**config.mk**
```make
export PLATFORM = sky130hd
export DESIGN_NAME = instr_mem_loader
export DESIGN_NICKNAME = d
export VERILOG_FILES = /design/src/rtl/instr_mem_loader.sv
export SDC_FILE = /design/constraint.sdc
export NUM_CORES = 1
export LEC_CHECK = 0
export CAP_MARGIN = 25
export CORE_AREA = 5 5 111 113
export CTS_CLUSTER_DIAMETER = 200
export DETAILED_ROUTE_END_ITERATION = 10
export DIE_AREA = 0 0 116 118
export PLACE_DENSITY = 0.76
export SYNTH_ARGS = -nofsm -noshare
export SYNTH_HDL_FRONTEND = slang
export SYNTH_SLANG_ARGS = --single-unit
```
**constraint.sdc**
```tcl
create_clock -name clk -period 2 [get_ports clk]
set_input_delay 0.5 -clock clk [delete_from_list [all_inputs] [get_ports clk]]
set_output_delay 0.5 -clock clk [all_outputs]
set_load 0.1 [all_outputs]
```
**src/rtl/instr_mem_loader.sv**
```systemverilog
// Boot-time instruction-memory writer: receives a byte stream (16-bit word count, then little-endian
// words), writes the words to consecutive addresses and holds the CPU in reset until the image is in.
// Optional trailing checksum byte check is enabled by defining LOADER_CHECKSUM_EN.
module instr_mem_loader #(
    parameter int          MEM_WORDS = 64,
    parameter logic [31:0] BASE_ADDR = 32'h0000_0000
) (
    input  logic        clk,
    input  logic        rst,
    input  logic        start,
    input  logic        in_valid,
    input  logic [7:0]  in_byte,
    output logic        in_ready,
    output logic        wr_en,
    output logic [31:0] wr_addr,
    output logic [31:0] wr_data,
    output logic        cpu_hold,
    output logic        done,
    output logic        error,
    output logic [15:0] words_loaded,
    output logic [2:0]  state_dbg
);

    // Handshake: a byte transfers on a rising edge where in_valid && in_ready. in_ready is a
    // registered level derived from the next state, so it never depends combinationally on in_valid.

    typedef enum logic [2:0] {
        HDR_LO = 3'd0,
        HDR_HI = 3'd1,
        DATA   = 3'd2,
`ifdef LOADER_CHECKSUM_EN
        CKSUM  = 3'd3,
`endif
        DONE   = 3'd4,
        ERR    = 3'd5
    } state_t;

    localparam logic [16:0] MAX_COUNT = 17'(MEM_WORDS);

    state_t      state_q, state_d;
    logic [15:0] count_q;
    logic [1:0]  byte_cnt;
    logic [23:0] byte_buf;
`ifdef LOADER_CHECKSUM_EN
    logic [7:0]  sum_q;
`endif

    logic        fire;
    logic [15:0] hdr_count;
    logic        last_byte;
    logic        last_word;
    logic        restart;

    assign fire      = in_valid && in_ready;
    assign hdr_count = {in_byte, count_q[7:0]};
    assign last_byte = (byte_cnt == 2'd3);
    assign last_word = ((words_loaded + 16'd1) == count_q);
    assign restart   = start && (state_q == DONE || state_q == ERR);
    assign state_dbg = state_q;

    always_comb begin
        state_d = state_q;
        case (state_q)
            HDR_LO: if (fire) state_d = HDR_HI;
            HDR_HI: begin
                if (fire) begin
                    if (hdr_count == 16'd0)
                        state_d = DONE;
                    else if ({1'b0, hdr_count} > MAX_COUNT)
                        state_d = ERR;
                    else
                        state_d = DATA;
                end
            end
            DATA: begin
                if (fire && last_byte && last_word) begin
`ifdef LOADER_CHECKSUM_EN
                    state_d = CKSUM;
`else
                    state_d = DONE;
`endif
                end
            end
`ifdef LOADER_CHECKSUM_EN
            CKSUM: if (fire) state_d = (in_byte == sum_q) ? DONE : ERR;
`endif
            DONE, ERR: if (start) state_d = HDR_LO;
            default: state_d = HDR_LO;
        endcase
    end

    always_ff @(posedge clk or negedge rst) begin
        if (!rst) begin
            state_q      <= HDR_LO;
            in_ready     <= 1'b0;
            wr_en        <= 1'b0;
            wr_addr      <= 32'd0;
            wr_data      <= 32'd0;
            cpu_hold     <= 1'b1;
            done         <= 1'b0;
            error        <= 1'b0;
            words_loaded <= 16'd0;
            count_q      <= 16'd0;
            byte_cnt     <= 2'd0;
            byte_buf     <= 24'd0;
`ifdef LOADER_CHECKSUM_EN
            sum_q        <= 8'd0;
`endif
        end else begin
            // Status flags are registered from the next state so they change on the same edge as the state.
            state_q  <= state_d;
            in_ready <= !(state_d == DONE || state_d == ERR);
            done     <= (state_d == DONE);
            error    <= (state_d == ERR);
            cpu_hold <= (state_d != DONE);
            wr_en    <= 1'b0;

            if (restart) begin
                words_loaded <= 16'd0;
                count_q      <= 16'd0;
                byte_cnt     <= 2'd0;
`ifdef LOADER_CHECKSUM_EN
                sum_q        <= 8'd0;
`endif
            end

            if (fire) begin
                case (state_q)
                    HDR_LO: count_q[7:0]  <= in_byte;
                    HDR_HI: count_q[15:8] <= in_byte;
                    DATA: begin
                        byte_cnt <= byte_cnt + 2'd1;
`ifdef LOADER_CHECKSUM_EN
                        sum_q    <= sum_q + in_byte;
`endif
                        // Bytes shift in from the top, so after three bytes byte_buf = {b2,b1,b0}.
                        if (last_byte) begin
                            wr_en        <= 1'b1;
                            wr_data      <= {in_byte, byte_buf};
                            wr_addr      <= BASE_ADDR + {14'd0, words_loaded, 2'b00};
                            words_loaded <= words_loaded + 16'd1;
                        end else begin
                            byte_buf <= {in_byte, byte_buf[23:8]};
                        end
                    end
                    default: ;
                endcase
            end
        end
    end

endmodule

```
==> metrics.yaml <==
run_status:
  status: "complete, but fails checks"
  violations: "negative setup slack"
power:
  p_per_area_nw_per_um2: 992
  intPower_w: 0.00536
  pwr-share-clk_pct: 39.9
  total_power_w: 0.00812
  swShare_pct: 34.0
  p_seq_share_pct: 34.1
  vdd_ir_drop_max_uv: 666
  leakage_nw: 3.96
  combinationalPowerShare_pct: 25.9
  p_switching_w: 0.00276
clocking:
  clk_path_buf_depth: 2
  cts_tree: "done"
  htreeDepth: 4
  clkLatencyLatePin_ns: 0.41
  holdBufCountCts: 0
  clock_sinks: 114
  cts_buffers: 17
  clock-root-buffer: "clkbuf_16"
  clk_pin_slew_ns: 0.06
sta:
  slew-limit-headroom_pct: 58.8
  setup_viol: 4
  fin_crit_ns: 2.08
  fin_skew_ns: 0.00849
  tightestPinTransition_ns: 0.617
  hold_viol_final: 0
  period_share_pct: 104
  rsz0062_at_grt: "true"
  max_clock_freq_ghz: 0.480
  setup_slack_ns: -0.0830
  drv_slew: 0
yosys:
  synth_xor_area_share_pct: 4.76
  synthSimpleGateAreaFrac_pct: 22.0
  synth_compound_area_share_pct: 6.98
  netlist_instances: 541
  yosys.area.top_type: "dfrtp_1"
  synth-adder-area-share_pct: 0.486
  yosysWarnings: 0
  ys.flop_type: "dfrtp_1"
  synth_edf_count: 0
  yosysTopAreaCellShare_pct: 54.9
  syn_avg_cell_area_um2: 9.51
  synth_mux_area_share_pct: 5.25
  synth-seq-cells: 114
  ys_types: 47
  ys_seq_area_share_pct: 55.4
  synthArstFlopShare_pct: 100
  synth_area_leaders: "dfrtp_1 55%, nand2_1 15%, mux2_2 5.3%, o21ai_0 4.3%, buf_4 2.8%"
  synth_top_family_by_area: "simple AND/OR/NAND/NOR gates"
  netlist_area_um2: 5150
floorplanning:
  core_region_area_um2: 11200
  ios: 100
  fp-row-count: 39
  die_area_um2: 13700
  fp.dieH_um: 118
  start_util_pct: 45.9
  die_x_um: 116
routing:
  drt_first_pass_iters: 6
  vias: 4622
  wire_per_inst_um: 17.6
  viasPerCell: 5.44
  drtIter0Drc: 370
  ant_nets: 0
  route.detailed.drc: 0
  drt-total-wl_um: 14900
layout:
  nets: 707
  fillers: 713
  syn_to_final_growth_pct: 59.1
  multi_input_area_um2: 2320
  instances_no_fill: 849
  register_area_um2: 2890
  diodes: 0
  post-route-util_pct: 73.0
  drive_gt1_share_pct: 36.3
min_path:
  min-delay-path-class: "in -> async"
place:
  gp_congestion: 0.926
  port_buffers: 83
  hpwlAfterDp_um: 9340
  dp.cells: 811
grt:
  grt_max_degree: 115
  track_usage_pct: 22.4
  antenna_found_initial: 0
  grt-ovfl-total: 0
  first_global_vias: 4734
  grt_pass1_wl_um: 24000
job:
  cap_violations: 0
setup_path:
  path_class: "reg -> reg"
  worstPathRequired_ns: 2.34
  worst_setup_path_start_kind: "register"
  cp_max_fo: 4
  end_kind: "register"
  cp_data_arrival_time_ns: 2.43
  r2r_slack_ns: -0.08
-- state kept, by name, summed over array words and instances (netlist names), 2 cells and up --
name          flops
byte_cnt          2
byte_buf         24
words_loaded     16
wr_data          32
count_q          16
wr_addr          16
state_dbg         3
-- layout by cell type, fill, tap and decap left out, types with 11 or more instances in the layout --
cell type,n
buf_4,71
dfrtp_1,94
mux2_2,24
nand2_1,204
clkbuf_16,17
conb_1,16
buf_12,73
o21ai_0,42
dfrtp_2,13
xnor2_1,11
-- critical path, stage by stage (launching register included) --
cell and delay [ns]:
dfrtp_4 0.44, buf_4 0.15, and4_4 0.24, buf_4 0.12, nand4_1 0.17, a21boi_4 0.24
o2111ai_4 0.16, o31ai_4 0.33, and2_1 0.17
-- stage by stage --
step | TNS (ns) | area (um2) | hold WS, ns | setup WS [ns]
3_5_place_dp | -3.82 | 7300 | 0.457 | -0.383
2_1_floorplan | -1.07 | 5270 | 0.204 | -0.293
4_1_cts | -0.0256 | 8090 | 0.199 | -0.0256
3_3_place_gp | -2.14 | 7300 | 0.456 | -0.324
5_1_grt | -0.611 | 8190 | 0.234 | -0.180
6_report | -0.227 | 8190 | 0.142 | -0.0830
-- layer usage --
metal,routed length [um],up-vias,global-route usage (%)
li1,-,2072,-
met1,5820,2258,27.7
met2,7400,239,36.0
met3,1200,53,6.27
met4,510,0,10.4
met5,0,-,0
-- Yosys cell counts (all sizes together), types with 3 or more instances --
cell type	number
and3	3
nor4	6
nand4	5
nor2	9
and2	4
buf	20
nor3b	3
dfrtp	113
xnor2	15
inv	9
a21boi	5
nand2	204
nand3	11
mux2	24
nor3	9
o21ai	44
clkbuf	20
xor2	10
-- cell families after synthesis --
| family | after synthesis |
|---|---|
| compound gates | 62 |
| simple gates | 263 |
| flops | 114 |
| fa+ha+maj | 2 |
| xor+xnor | 26 |
| mux | 24 |
| buf+inv | 49 |
| other cells | 1 |
-- cell type report --
cell class,count,area share [%]
clock buffers,18,5.36
clock inverters,14,2.34
inverters,9,0.412
multi-input cells,393,28.3
flip-flops and latches,114,35.3
well taps,143,2.18
repair buffers,158,26.1
-- worst paths after layout --
| check | cells past startpoint | from | to |
|---|---|---|---|
| worst max-delay path | 8 | words_loaded[3] | done |
| worst min-delay path | 2 | rst | state_dbg[0] |
| worst max register to register | 8 | words_loaded[3] | done |
| worst min register to register | 2 | byte_buf[0] | wr_data[0] |
| max in group asynchronous | 2 | rst | state_dbg[1] |
| min in group clk | 2 | byte_buf[0] | wr_data[0] |
-- power by group through the flow --
| stage | registers, W | logic, W | clock network (W) |
|---|---|---|---|
| after floorplan | 0.00311 | 0.000836 | 0 |
| after global placement | 0.00278 | 0.00178 | 0 |
| after detailed placement | 0.00279 | 0.00183 | 0 |
| after CTS | 0.00276 | 0.00201 | 0.00327 |
| after global routing | 0.00280 | 0.00223 | 0.00339 |
| final | 0.00277 | 0.00211 | 0.00325 |
-- timing repair --
action / in CTS / in global routing
gates cloned: 0 / 0
setup buffers: 4 / 2
pin swaps: 7 / 8
setup endpoints to repair: 5 / 7
endpoints found under the hold margin: 0 / 0
gates resized for setup: 21 / 17
Power figures use the tool's default switching activity.
